<file path="src/rtl/signed_divider_seq.sv">
// signed_divider_seq
//   Sequential two's-complement divider. Operands are reduced to magnitudes
//   at accept, a restoring shift-subtract loop produces one quotient bit per
//   cycle, and a final stage applies the signs. The quotient truncates toward
//   zero and the remainder takes the sign of the dividend.
//
// Ports
//   clk    rising-edge clock
//   rst    synchronous active-high reset
//   start  request, sampled only while idle
//   divs   signed dividend (WIDTH)
//   div    signed divisor (WIDTH)
//   busy   division in progress
//   done   one-cycle pulse, results valid from this cycle on
//   quo    signed quotient (WIDTH)
//   rem    signed remainder (WIDTH)
//   dz     last operation divided by zero
//   ovf    last operation was most-negative / -1
//
// state | meaning
// IDLE  | waiting for start, results held
// CALC  | one restoring iteration per cycle, WIDTH cycles
// FIX   | apply signs / special cases, publish results, pulse done
module signed_divider_seq #(
  parameter int WIDTH = 16
) (
  input  logic             clk,
  input  logic             rst,
  input  logic             start,
  input  logic [WIDTH-1:0] divs,
  input  logic [WIDTH-1:0] div,
  output logic             busy,
  output logic             done,
  output logic [WIDTH-1:0] quo,
  output logic [WIDTH-1:0] rem,
  output logic             dz,
  output logic             ovf
);

  localparam int CW = $clog2(WIDTH + 1);
  localparam logic [CW-1:0] CNT_INIT = CW'(WIDTH);

  typedef enum logic [1:0] {IDLE, CALC, FIX} state_e;

  state_e           state_q, state_d;
  logic [CW-1:0]    cnt_q, cnt_d;
  // num_q starts as |dividend| and is shifted out MSB-first while quotient
  // bits shift in at the LSB, so it ends up holding |quotient|.
  logic [WIDTH-1:0] num_q, num_d;
  logic [WIDTH-1:0] den_q, den_d;
  // Partial remainder is always < |divisor| <= 2^(WIDTH-1), so WIDTH bits
  // suffice between iterations; only the shifted trial value needs WIDTH+1.
  logic [WIDTH-1:0] prem_q, prem_d;
  logic             quo_neg_q, quo_neg_d;
  logic             rem_neg_q, rem_neg_d;
  logic             zero_q, zero_d;
  logic             over_q, over_d;
  logic [WIDTH-1:0] quo_q, quo_d;
  logic [WIDTH-1:0] rem_q, rem_d;
  logic             dz_q, dz_d;
  logic             ovf_q, ovf_d;
  logic             done_q, done_d;

  logic [WIDTH:0]   shifted;
  logic [WIDTH:0]   trial;
  logic [WIDTH-1:0] rem_mag;

  assign shifted = {prem_q, num_q[WIDTH-1]};
  assign trial   = shifted - {1'b0, den_q};
  // With a zero divisor CALC never runs, so num_q still holds |dividend|.
  assign rem_mag = zero_q ? num_q : prem_q;

  always_ff @(posedge clk) begin
    if (rst) begin
      state_q   <= IDLE;
      cnt_q     <= '0;
      num_q     <= '0;
      den_q     <= '0;
      prem_q    <= '0;
      quo_neg_q <= 1'b0;
      rem_neg_q <= 1'b0;
      zero_q    <= 1'b0;
      over_q    <= 1'b0;
      quo_q     <= '0;
      rem_q     <= '0;
      dz_q      <= 1'b0;
      ovf_q     <= 1'b0;
      done_q    <= 1'b0;
    end else begin
      state_q   <= state_d;
      cnt_q     <= cnt_d;
      num_q     <= num_d;
      den_q     <= den_d;
      prem_q    <= prem_d;
      quo_neg_q <= quo_neg_d;
      rem_neg_q <= rem_neg_d;
      zero_q    <= zero_d;
      over_q    <= over_d;
      quo_q     <= quo_d;
      rem_q     <= rem_d;
      dz_q      <= dz_d;
      ovf_q     <= ovf_d;
      done_q    <= done_d;
    end
  end

  always_comb begin
    state_d   = state_q;
    cnt_d     = cnt_q;
    num_d     = num_q;
    den_d     = den_q;
    prem_d    = prem_q;
    quo_neg_d = quo_neg_q;
    rem_neg_d = rem_neg_q;
    zero_d    = zero_q;
    over_d    = over_q;
    quo_d     = quo_q;
    rem_d     = rem_q;
    dz_d      = dz_q;
    ovf_d     = ovf_q;
    done_d    = 1'b0;

    case (state_q)
      IDLE: begin
        if (start) begin
          // Negating the most-negative value yields 2^(WIDTH-1), which is
          // the correct unsigned magnitude.
          num_d     = divs[WIDTH-1] ? -divs : divs;
          den_d     = div[WIDTH-1] ? -div : div;
          prem_d    = '0;
          quo_neg_d = divs[WIDTH-1] ^ div[WIDTH-1];
          rem_neg_d = divs[WIDTH-1];
          zero_d    = (div == '0);
          over_d    = (divs == {1'b1, {(WIDTH-1){1'b0}}}) && (div == '1);
          dz_d      = 1'b0;
          ovf_d     = 1'b0;
          cnt_d     = CNT_INIT;
          state_d   = (div == '0) ? FIX : CALC;
        end
      end

      CALC: begin
        if (!trial[WIDTH]) begin
          prem_d = trial[WIDTH-1:0];
          num_d  = {num_q[WIDTH-2:0], 1'b1};
        end else begin
          prem_d = shifted[WIDTH-1:0];
          num_d  = {num_q[WIDTH-2:0], 1'b0};
        end
        cnt_d = cnt_q - CW'(1);
        if (cnt_q == CW'(1)) begin
          state_d = FIX;
        end
      end

      FIX: begin
        if (zero_q) begin
          quo_d = '1;
        end else begin
          quo_d = quo_neg_q ? -num_q : num_q;
        end
        rem_d   = rem_neg_q ? -rem_mag : rem_mag;
        dz_d    = zero_q;
        ovf_d   = over_q;
        done_d  = 1'b1;
        state_d = IDLE;
      end

      default: begin
        state_d = IDLE;
      end
    endcase
  end

  assign busy = (state_q != IDLE);
  assign done = done_q;
  assign quo  = quo_q;
  assign rem  = rem_q;
  assign dz   = dz_q;
  assign ovf  = ovf_q;

endmodule
</file>
<file path="config.mk">
export PLATFORM = sky130hd
export DESIGN_NAME = signed_divider_seq
export DESIGN_NICKNAME = d
export VERILOG_FILES = /design/src/rtl/signed_divider_seq.sv
export SDC_FILE = /design/constraint.sdc
export NUM_CORES = 1
export LEC_CHECK = 0
export CORE_MARGIN = 2
export CORE_UTILIZATION = 55
export CTS_CLUSTER_DIAMETER = 40
export DETAILED_ROUTE_END_ITERATION = 8
export PLACE_DENSITY_LB_ADDON = 0.1
export SETUP_SLACK_MARGIN = 0.05
export SLEW_MARGIN = 0
export SYNTH_ARGS = -nofsm -noshare
export SYNTH_HDL_FRONTEND = slang
export SYNTH_SLANG_ARGS = --single-unit
</file>
<file path="constraint.sdc">
create_clock -name clk -period 5.1 [get_ports clk]
set_input_delay 0.51 -clock clk [delete_from_list [all_inputs] [get_ports clk]]
set_output_delay 0.51 -clock clk [all_outputs]
set_load 0.005 [all_outputs]
</file>
==> flow_summary.yaml <==
outcome:
  status: "complete, no violations"
pwr:
  switching_share: 0.3526
  power.internal_mw: 1.360
  power_density_mw_per_mm2: 311.3
  pwr-share-comb: 0.343
  seqPwrFrac: 0.409
  ir_worst_vdd_v: 0.0001780
  p_clk_frac: 0.248
  leakage_nw: 2.557
  switching_power_uw: 740.7
synthesis:
  netlist.area_leader.share: 0.3222
  synth_ff_type: "dfxtp_1"
  synth_fp_nets: 781
  synth_xor_area_frac: 0.1020
  muxShareOfSynthArea: 0.05441
  synth_area_leaders: "dfxtp_1 32%, nand2_1 5.7%, xnor2_1 5.7%"
  syn_area_mm2: 0.005841
  synth.avg_cell_area_um2: 8.089
  async_flop_share: 0
  yosysUniqueCellTypes: 61
  synth_top_family_by_area: "compound AO/OA/AOI/OAI gates"
  syn_inst: 722
  synth_compound_area_frac: 0.2211
  yosys_warnings: 0
  yosys.area.top_type: "dfxtp_1"
  synth-simple-area-share: 0.1892
  ys_ff_latch: 94
  synth-edff-count: 0
  ys_seq_area_frac: 0.3222
  synth_adder_area_share: 0.05270
timing:
  tightest_slew_ps: 1271
  fin_skew_ps: 12.59
  fmax_mhz: 285.0
  drv_slew: 0
  holdWs_ps: 452.0
  finalSetupViolations: 0
  final.period_utilization: 0.6881
  hold_viol_final: 0
  rsz0062_at_grt: "no"
  setup_tns_ps: 0
  slew_headroom: 0.1512
  period_needed_ps: 3509
cells_and_area:
  fin_area_mm2: 0.006746
  mostFrequentLayoutCell: "dfxtp_1"
  antenna_cells: 0
  syn_to_final_growth_pct: 15.51
  nNetsFinal: 821
  fin_util: 0.6535
  fin_cells: 903
  drive_gt1_frac: 0.05867
  layout_common_cells: "94 x dfxtp_1, 89 x nand2_1, 76 x nor2_1"
place:
  place_area_mm2: 0.006540
  port_buffers: 70
  dp_hpwl_um: 11210
  dp_cells: 887
  gp_congestion: 0.9276
hold_path:
  hold_class: "reg2reg"
cts:
  cts_resized: 0
  clockBufferDepth: 2
  clkLatencyLatePin_ps: 380
  cts.sinks: 94
  cts_buffers: 9
  cts_max_level: 3
  cts_setup_buffers: 0
  cts-root-buf: "clkbuf_8"
  cts-hold-fix-buffers: 0
  cts.reportedPaths.clkPinSlew_ps: 100
  cts_tree: "done"
run:
  cap_violations: 0
detailed_routing:
  ant_nets: 0
  via_count: 5317
  detailedRoute.firstIterationViolations: 413
  via_per_inst: 5.888
  wl_um: 14900
  drc: 0
  dr.pass1.iters: 5
  wl_per_cell_um: 16.50
floorplan:
  dieWidth_um: 107.1
  core-area_mm2: 0.01032
  start_util: 0.5657
  die_h_um: 107.1
  pin_count: 71
  dieArea_mm2: 0.01146
  placementRows: 37
worst_setup_path:
  criticalPathCategory: "reg2reg"
  critPathCaptureType: "flip-flop"
  cp_data_arrival_time_ps: 3820
  critPathRequiredTime_ps: 5410
  cp_max_fo: 13
  start_kind: "flip-flop"
global_route:
  grt_pass1_wl_um: 24760
  grt_use_total: 0.2677
  grt_pass1_vias: 5116
  grt.overflow.total: 0
  grt_max_degree: 65
  antenna_found_initial: 0
## final timing paths
kind | from | endpoint | slack (ps) | cells past startpoint
max | num_q[15] | prem_q[0] | 1590 | 12
min | rem[1] | rem[1] | 450 | 2
max reg2reg | num_q[15] | prem_q[0] | 1590 | 12
min reg2reg | rem[1] | rem[1] | 450 | 2
## registers in the layout, summed over array words and instances, names as in the netlist
name	cells
cnt_q	5
den_q	16
done	1
dz	1
num_q	16
over_q	1
ovf	1
prem_q	16
quo	16
quo_neg_q	1
rem	16
rem_neg_q	1
state_q	2
zero_q	1
## area by class of cell
type,instances,area [um2]
clock buffer,11,141.4
clock inverter,5,65.06
timing repair buffer,77,748.2
sequential,94,1882
inverter,30,112.6
multi-input combinational,550,3627
fill,876,3577
tap,136,170.2
## worst max-delay path: stages, from the launching register on
cell and delay [ps]:
dfxtp_1 360, inv_1 90, ha_1 160, inv_1 50, fa_1 420, a211o_1 340
a211o_1 310, a21oi_1 260, o31a_1 200, xor2_2 450, buf_4 320, mux2_2 350
o21ai_0 120
## cell families (layout without fill, tap and decap cells)
family | count (synthesis) | count (layout)
adders and majority gates | 24 | 24
and+or+nand+nor | 237 | 237
buffers and inverters | 78 | 123
DFF | 94 | 94
muxes | 31 | 31
xor gates and xnor gates | 68 | 68
AOI/OAI and AO/OA | 190 | 190
## through the flow
stage	total power, mW	worst slack [ps]
after CTS	2.101	1607
after detailed placement	1.583	1646
final	2.100	1591
after global routing	2.219	1405
after floorplan	1.397	2222
after global placement	1.563	1759
## synth_stat cells (23+ instances only)
library cell	count
clkbuf_1	32
xor2_1	30
nor2_1	76
inv_1	30
a211oi_1	23
dfxtp_1	94
o21ai_0	41
mux2i_1	25
xnor2_1	38
nand2_1	89
ha_1	23
a21oi_1	44
## routing by layer
metal / vias to the layer above / wire length [um] / GRT usage
met5: - / 0 / 0
met4: 0 / 348 / 0.09369
met3: 30 / 983 / 0.04316
met2: 186 / 6842 / 0.4254
met1: 2448 / 6729 / 0.3677
li1: 2653 / - / -
## power groups by stage
| stage | clock network (mW) | registers [mW] | logic (mW) |
|---|---|---|---|
| 6_report | 0.520 | 0.859 | 0.721 |
| 5_1_grt | 0.560 | 0.868 | 0.791 |
| 4_1_cts | 0.530 | 0.857 | 0.714 |
| 3_5_place_dp | 0 | 0.873 | 0.709 |
| 3_3_place_gp | 0 | 0.870 | 0.693 |
| 2_1_floorplan | 0 | 0.837 | 0.560 |
Power figures use the tool's default switching activity.
